[config.mk]
export PLATFORM = sky130hd
export DESIGN_NAME = dist_top
export DESIGN_NICKNAME = d
export VERILOG_FILES = /design/src/rtl/dist_top.sv
export SDC_FILE = /design/constraint.sdc
export NUM_CORES = 2
export LEC_CHECK = 0
export CORE_MARGIN = 1.5
export CORE_UTILIZATION = 34
export DETAILED_ROUTE_END_ITERATION = 8
export GPL_TIMING_DRIVEN = 0
export SETUP_SLACK_MARGIN = 0.5
export SYNTH_ARGS = -nofsm -noshare
export SYNTH_HDL_FRONTEND = slang
export SYNTH_HIERARCHICAL = 1
export SYNTH_SLANG_ARGS = --single-unit
[constraint.sdc]
create_clock -name CLK -period 56.1 [get_ports CLK]
set_input_delay 8.415 -clock CLK [delete_from_list [all_inputs] [get_ports CLK]]
set_output_delay 8.415 -clock CLK [all_outputs]
set_load 0.02 [all_outputs]
[src/rtl/dist_top.sv]
// dist_top -- one-to-three word distributor with a FWFT buffer per channel.
//
// Upstream words carry a 2-bit destination (0=A, 1=B, 2=C, 3=invalid).
// Each valid destination has its own FIFO, so a stalled channel never
// blocks traffic bound for the others. Words addressed to destination 3
// are accepted and dropped, and they latch a sticky error flag.
//
// Ports
//   CLK                     single clock, rising edge
//   ASynReset_N             async active-low reset, release synchronised
//   i_DataValid_D           upstream word valid
//   i_DataIn_D[WIDTH]       upstream word
//   i_DestSel_D[2]          upstream destination
//   o_DataGrant_D           upstream ready (combinational)
//   o_DataValid_A/B/C       channel word valid
//   o_DataOut_A/B/C[WIDTH]  channel head word, zero while invalid
//   i_DataGrant_A/B/C       channel downstream ready
//   o_DestErr               sticky: a destination-3 word was dropped

// dist_fifo -- first-word-fall-through buffer for one channel.
//
// Ports
//   clk_sys, rst_b          clock and internal (synchronised) reset
//   push, push_data         write request and word; ignored while full
//   pop_rdy                 downstream ready; pops only while valid
//   full                    occupancy == DEPTH, from registered state only
//   valid, data_out         head word and its valid, data zero when empty
module dist_fifo #(
   parameter int DEPTH = 8,
   parameter int WIDTH = 64
) (
   input  logic             clk_sys,
   input  logic             rst_b,
   input  logic             push,
   input  logic [WIDTH-1:0] push_data,
   input  logic             pop_rdy,
   output logic             full,
   output logic             valid,
   output logic [WIDTH-1:0] data_out
);

   localparam int AW = $clog2(DEPTH);
   localparam int CW = AW + 1;

   logic [AW-1:0]    wr_ptr_q, wr_ptr_d;
   logic [AW-1:0]    rd_ptr_q, rd_ptr_d;
   logic [CW-1:0]    occ_q, occ_d;
   logic             valid_q, valid_d;
   logic [WIDTH-1:0] mem_q [DEPTH];

   logic do_push;
   logic do_pop;

   // Full comes from the registered count only: a full FIFO refuses a push
   // even in a cycle where it is also popping.
   assign full    = (occ_q == CW'(DEPTH));
   assign do_push = push & ~full;
   assign do_pop  = valid_q & pop_rdy;

   always_comb begin
      wr_ptr_d = wr_ptr_q;
      rd_ptr_d = rd_ptr_q;
      occ_d    = occ_q;
      if (do_push) begin
         wr_ptr_d = wr_ptr_q + AW'(1);
      end
      if (do_pop) begin
         rd_ptr_d = rd_ptr_q + AW'(1);
      end
      case ({do_push, do_pop})
         2'b10:   occ_d = occ_q + CW'(1);
         2'b01:   occ_d = occ_q - CW'(1);
         default: occ_d = occ_q;
      endcase
      // Valid tracks the next occupancy so a word pushed at one edge is
      // presented in the following cycle.
      valid_d = (occ_d != '0);
   end

   always_ff @(posedge clk_sys or negedge rst_b) begin
      if (!rst_b) begin
         wr_ptr_q <= '0;
         rd_ptr_q <= '0;
         occ_q    <= '0;
         valid_q  <= 1'b0;
      end else begin
         wr_ptr_q <= wr_ptr_d;
         rd_ptr_q <= rd_ptr_d;
         occ_q    <= occ_d;
         valid_q  <= valid_d;
      end
   end

   always_ff @(posedge clk_sys or negedge rst_b) begin
      if (!rst_b) begin
         for (int i = 0; i < DEPTH; i++) begin
            mem_q[i] <= '0;
         end
      end else if (do_push) begin
         mem_q[wr_ptr_q] <= push_data;
      end
   end

   assign valid    = valid_q;
   assign data_out = valid_q ? mem_q[rd_ptr_q] : '0;

endmodule

module dist_top #(
   parameter int FIFO_DEPTH = 8,
   parameter int WIDTH      = 64
) (
   input  logic             CLK,
   input  logic             ASynReset_N,
   input  logic             i_DataValid_D,
   input  logic [WIDTH-1:0] i_DataIn_D,
   input  logic [1:0]       i_DestSel_D,
   output logic             o_DataGrant_D,
   output logic             o_DataValid_A,
   output logic             o_DataValid_B,
   output logic             o_DataValid_C,
   output logic [WIDTH-1:0] o_DataOut_A,
   output logic [WIDTH-1:0] o_DataOut_B,
   output logic [WIDTH-1:0] o_DataOut_C,
   input  logic             i_DataGrant_A,
   input  logic             i_DataGrant_B,
   input  logic             i_DataGrant_C,
   output logic             o_DestErr
);

   if ((FIFO_DEPTH < 2) || ((FIFO_DEPTH & (FIFO_DEPTH - 1)) != 0)) begin : g_depth_chk
      $error("dist_top: FIFO_DEPTH must be a power of 2 and at least 2");
   end

   // Reset asserts asynchronously and releases two clock edges later.
   logic [1:0] rst_sync_q, rst_sync_d;
   logic       rst_b;

   assign rst_sync_d = {rst_sync_q[0], 1'b1};

   always_ff @(posedge CLK or negedge ASynReset_N) begin
      if (!ASynReset_N) begin
         rst_sync_q <= '0;
      end else begin
         rst_sync_q <= rst_sync_d;
      end
   end

   assign rst_b = rst_sync_q[1];

   logic [2:0]       full;
   logic [2:0]       valid;
   logic [2:0]       push_ch;
   logic [2:0]       pop_rdy;
   logic [WIDTH-1:0] data_out [3];
   logic             accept;

   assign pop_rdy = {i_DataGrant_C, i_DataGrant_B, i_DataGrant_A};

   always_comb begin
      case (i_DestSel_D)
         2'd0:    o_DataGrant_D = ~full[0];
         2'd1:    o_DataGrant_D = ~full[1];
         2'd2:    o_DataGrant_D = ~full[2];
         default: o_DataGrant_D = 1'b1;
      endcase
   end

   assign accept = i_DataValid_D & o_DataGrant_D;

   always_comb begin
      push_ch = '0;
      if (accept && (i_DestSel_D != 2'd3)) begin
         push_ch[i_DestSel_D] = 1'b1;
      end
   end

   for (genvar ch = 0; ch < 3; ch++) begin : g_ch
      dist_fifo #(
         .DEPTH (FIFO_DEPTH),
         .WIDTH (WIDTH)
      ) u_fifo (
         .clk_sys   (CLK),
         .rst_b     (rst_b),
         .push      (push_ch[ch]),
         .push_data (i_DataIn_D),
         .pop_rdy   (pop_rdy[ch]),
         .full      (full[ch]),
         .valid     (valid[ch]),
         .data_out  (data_out[ch])
      );
   end

   assign o_DataValid_A = valid[0];
   assign o_DataValid_B = valid[1];
   assign o_DataValid_C = valid[2];
   assign o_DataOut_A   = data_out[0];
   assign o_DataOut_B   = data_out[1];
   assign o_DataOut_C   = data_out[2];

   logic dest_err_q, dest_err_d;

   assign dest_err_d = dest_err_q | (accept & (i_DestSel_D == 2'd3));

   always_ff @(posedge CLK or negedge rst_b) begin
      if (!rst_b) begin
         dest_err_q <= 1'b0;
      end else begin
         dest_err_q <= dest_err_d;
      end
   end

   assign o_DestErr = dest_err_q;

endmodule

==> flow_summary.rst <==
.. list-table::
   :header-rows: 1

   * - Metric
     - Value
   * - Sequential fraction of design power
     - between 30% and 40%
   * - Worst path required time
     - about 48000 ps
   * - Commonest non-fill, non-tap cell in the layout
     - sky130_fd_sc_hd__dfrtp_1
   * - Relative area change from synthesis to final layout
     - 17.1%
   * - Global-route wire length before repair
     - 296 mm
   * - Power per cell area
     - just over 60 nW/µm²
   * - Bufs on Longest Clock Path
     - 3
   * - WL/cell
     - ~25 µm
   * - Cell internal pwr
     - approximately 3.5 mW
   * - Final period demand of the worst path
     - 18590 ps
   * - Max-cap violation count
     - 0
   * - Critical Setup Path Class
     - in -> out
   * - Violation count after the first detailed-routing iteration
     - 2315
   * - Count of port buffers added during placement
     - 268
   * - Share of the cycle needed by the critical path after routing
     - around a third
   * - Cell leakage power
     - 38.5 nW
   * - Unrepaired setup endpoints after global routing
     - no
   * - Peak fanout along the critical path
     - 6
   * - Post-synthesis register bit count
     - 1572
   * - Total number of vias
     - 39800
   * - Share of synthesized area occupied by flip-flops and latches
     - 53.7%
   * - Initial antenna violation count
     - 21
   * - Maximum operating frequency
     - 0.0538 GHz
   * - Post-CTS setup buffer count
     - 0
   * - Main area contributors after synthesis
     - sky130_fd_sc_hd__dfrtp_1, sky130_fd_sc_hd__mux4_2, sky130_fd_sc_hd__mux2_2
   * - Number of hold buffers added after cts
     - 0
   * - Area post-placement
     - ~80000 µm²
   * - Final net count
     - 4895
   * - Total Die Area
     - 218000 µm²
   * - Share of post-route cells with drive strength above 1
     - just under 40%
   * - Avg Vias per Cell
     - 5.12
   * - Critical Path Sink Type
     - primary output
   * - DPL Wire Length
     - 135 mm
   * - Clock latency on the worst-skew pair
     - 850 ps
   * - Total of cells resized after clock tree synthesis
     - 0
   * - Most used DFF post-synth
     - sky130_fd_sc_hd__dfrtp_1
   * - Syn Inst Count
     - 4338
   * - Distinct cells, synth
     - between 40 and 50
   * - TritonCTS clock tree
     - built
   * - Setup slack on the worst flop-to-flop path
     - 52560 ps
   * - Placer Congestion
     - roughly 0.74
   * - CTS H-tree depth
     - 4
   * - Maximum number of pins on one net before global-route repair
     - between 70 and 80
   * - Final hold viol count
     - 0
   * - Slew Viols, Final
     - 0
   * - Boundary Pins
     - 269
   * - Transition time at the pin with the least slew margin
     - between 1000 and 1500 ps
   * - Number of nets still failing antenna checks after routing
     - 0
   * - PnR Total Power
     - 5.29 mW
   * - Via count of the first global-routing pass
     - 43400
   * - Avg Cell Area, Syn
     - 16.9 µm²
   * - Post-synthesis net count
     - 4425
   * - Placed Cells incl. Taps
     - 7471
   * - DIE WIDTH
     - between 400 and 500 µm
   * - Switching power summed over all nets
     - between 1.5 and 2 mW
   * - Number of standard-cell rows in the floorplan
     - 170
   * - Net switching fraction of the power
     - between 30% and 40%
   * - CTS Root Cell
     - sky130_fd_sc_hd__clkbuf_16
   * - Total of warnings raised by yosys
     - 6
   * - Total setup violations reported at the end of the flow
     - 0
   * - Worst slew margin relative to its limit
     - 0.750%
   * - Vertical die dimension
     - 467 µm
   * - Core region area
     - 214000 µm²
   * - Proportion of netlist area held by the largest area contributor
     - 53.7%
   * - Summed negative setup slack over all endpoints
     - 0 ps
   * - Final routed wirelength across all metal layers
     - approximately 200 mm
   * - Number of CTS-inserted buffers
     - 172
   * - Relative contribution of combinational cells to total power
     - roughly 43%
   * - Total routing resource utilization after global routing
     - 18.2%
   * - Path type of the worst min-delay path
     - reg -> async
   * - Worst clock skew
     - 54.6 ps
   * - DRC violation count after routing
     - 0
   * - Sort of element at the start of the critical path
     - primary input
   * - Clock power frac
     - 20.8%
   * - Share of synthesized flip-flops with an asynchronous set or reset
     - 100%
   * - Commonest cells after routing, fill and taps aside
     - sky130_fd_sc_hd__dfrtp_1, sky130_fd_sc_hd__mux2_2, sky130_fd_sc_hd__mux2_1
   * - Leftover overflow at the end of global routing
     - 0
   * - Worst voltage drop across the vdd grid
     - 0.0346 mV
   * - Effective utilization at floorplan
     - about a third
   * - 1st-pass router iterations
     - 5
   * - Post-route cell area
     - 85800 µm²
   * - Clock slew at the register clock pins of the worst setup and hold paths
     - about 60 ps
   * - Cell area after synthesis
     - 73200 µm²
   * - Post-layout util
     - 40.0%
   * - Cell taking the most area after synthesis
     - sky130_fd_sc_hd__dfrtp_1
   * - # clock sinks
     - 1572
   * - Layout Cells excl Fill
     - 7776
   * - Arrival time of the worst setup path
     - ~10000 ps
   * - Number of enable-type register cells in the synthesized netlist
     - 0
   * - Status
     - finished clean
through the flow:
step           worst slack, ps  hold slack, ps
2_1_floorplan             9040             331
3_3_place_gp             -8620             337
4_1_cts                  37490             352
6_report                 37510             334
5_1_grt                  37520             352
3_5_place_dp             37470             337
critical path, stage by stage:
cell and delay (ps):
sky130_fd_sc_hd__clkdlybuf4s50_1 660, sky130_fd_sc_hd__mux2i_1 230, sky130_fd_sc_hd__o21a_1 230, sky130_fd_sc_hd__clkdlybuf4s50_1 640
sequential cells by signal, summed over array words and instances, names as in the netlist:
name / cells
g_ch.u_fifo/mem_q: 1536
g_ch.u_fifo/occ_q: 12
g_ch.u_fifo/rd_ptr_q: 9
g_ch.u_fifo/valid: 3
g_ch.u_fifo/wr_ptr_q: 9
o_DestErr: 1
rst_sync_q: 2
per-layer routing:
layer / vias to the layer above / wire length (µm) / GRT usage (%)
li1: 17100 / - / -
met1: 21800 / 89500 / 25.2
met2: 700 / 94900 / 29.8
met3: 258 / 7070 / 2.49
met4: 18 / 5340 / 5.33
met5: - / 123 / 0
final timing paths:
kind                            cells past startpoint                    start                         to
worst max-delay path                                4           i_DestSel_D[1]              o_DataGrant_D
min in group CLK                                    0            rst_sync_q[0]              rst_sync_q[1]
max in group asynchronous                           1              ASynReset_N              rst_sync_q[1]
worst min register to register                      0            rst_sync_q[1]  g_ch[0].u_fifo/mem_q[330]
worst max register to register                      7  g_ch[0].u_fifo/occ_q[0]   g_ch[0].u_fifo/mem_q[90]
worst min-delay path                                0            rst_sync_q[1]  g_ch[0].u_fifo/mem_q[330]
Yosys cell counts (6+ instances only):
cell                          n
sky130_fd_sc_hd__mux4_2     384
sky130_fd_sc_hd__buf_4       57
sky130_fd_sc_hd__ha_1        15
sky130_fd_sc_hd__nand2_1     16
sky130_fd_sc_hd__nand4b_1     8
sky130_fd_sc_hd__dfrtp_1   1572
sky130_fd_sc_hd__nor2_1      12
sky130_fd_sc_hd__nand3b_1     7
sky130_fd_sc_hd__mux2_1     507
sky130_fd_sc_hd__nor2b_1    198
sky130_fd_sc_hd__xnor2_1     18
sky130_fd_sc_hd__clkbuf_1    65
sky130_fd_sc_hd__buf_2       59
sky130_fd_sc_hd__buf_1       26
sky130_fd_sc_hd__mux2_4     360
sky130_fd_sc_hd__mux2i_1    196
sky130_fd_sc_hd__nor3b_1      6
sky130_fd_sc_hd__mux2_2     678
sky130_fd_sc_hd__inv_1        8
sky130_fd_sc_hd__buf_6       85
sky130_fd_sc_hd__buf_8        6
cell families after synthesis:
| logic type | after synthesis | share of synthesized area, % |
|---|---|---|
| multiplexers | 2125 | 40.1 |
| flip-flops | 1572 | 53.7 |
| buffers and inverters | 309 | 2.94 |
| AND/OR/NAND/NOR | 278 | 2.54 |
| XOR/XNOR | 21 | 0.251 |
| AO/OA/AOI/OAI | 17 | 0.191 |
| adder cells (fa/ha/maj) | 15 | 0.256 |
| other | 1 | 0.00512 |
final cells by class:
class / instances / area (µm²)
Inverter: 9 / 33.8
Timing Repair Buffer: 296 / 3440
Clock inverter: 37 / 528
Fill cell: 19700 / 129000
Antenna cell: 11 / 27.5
Sequential cell: 1572 / 39300
Buffer: 300 / 2130
Multi-Input combinational cell: 2457 / 31700
Tap cell: 2838 / 3550
Clock buffer: 256 / 4980
power by group through the flow:
stage	sequential (mW)	combinational [mW]	clock, mW
4_1_cts	1.89	2.35	1.13
3_5_place_dp	1.90	2.35	0
6_report	1.89	2.30	1.10
2_1_floorplan	1.86	1.52	0
3_3_place_gp	1.93	2.29	0
5_1_grt	1.95	2.45	1.18
Power figures use the tool's default switching activity.
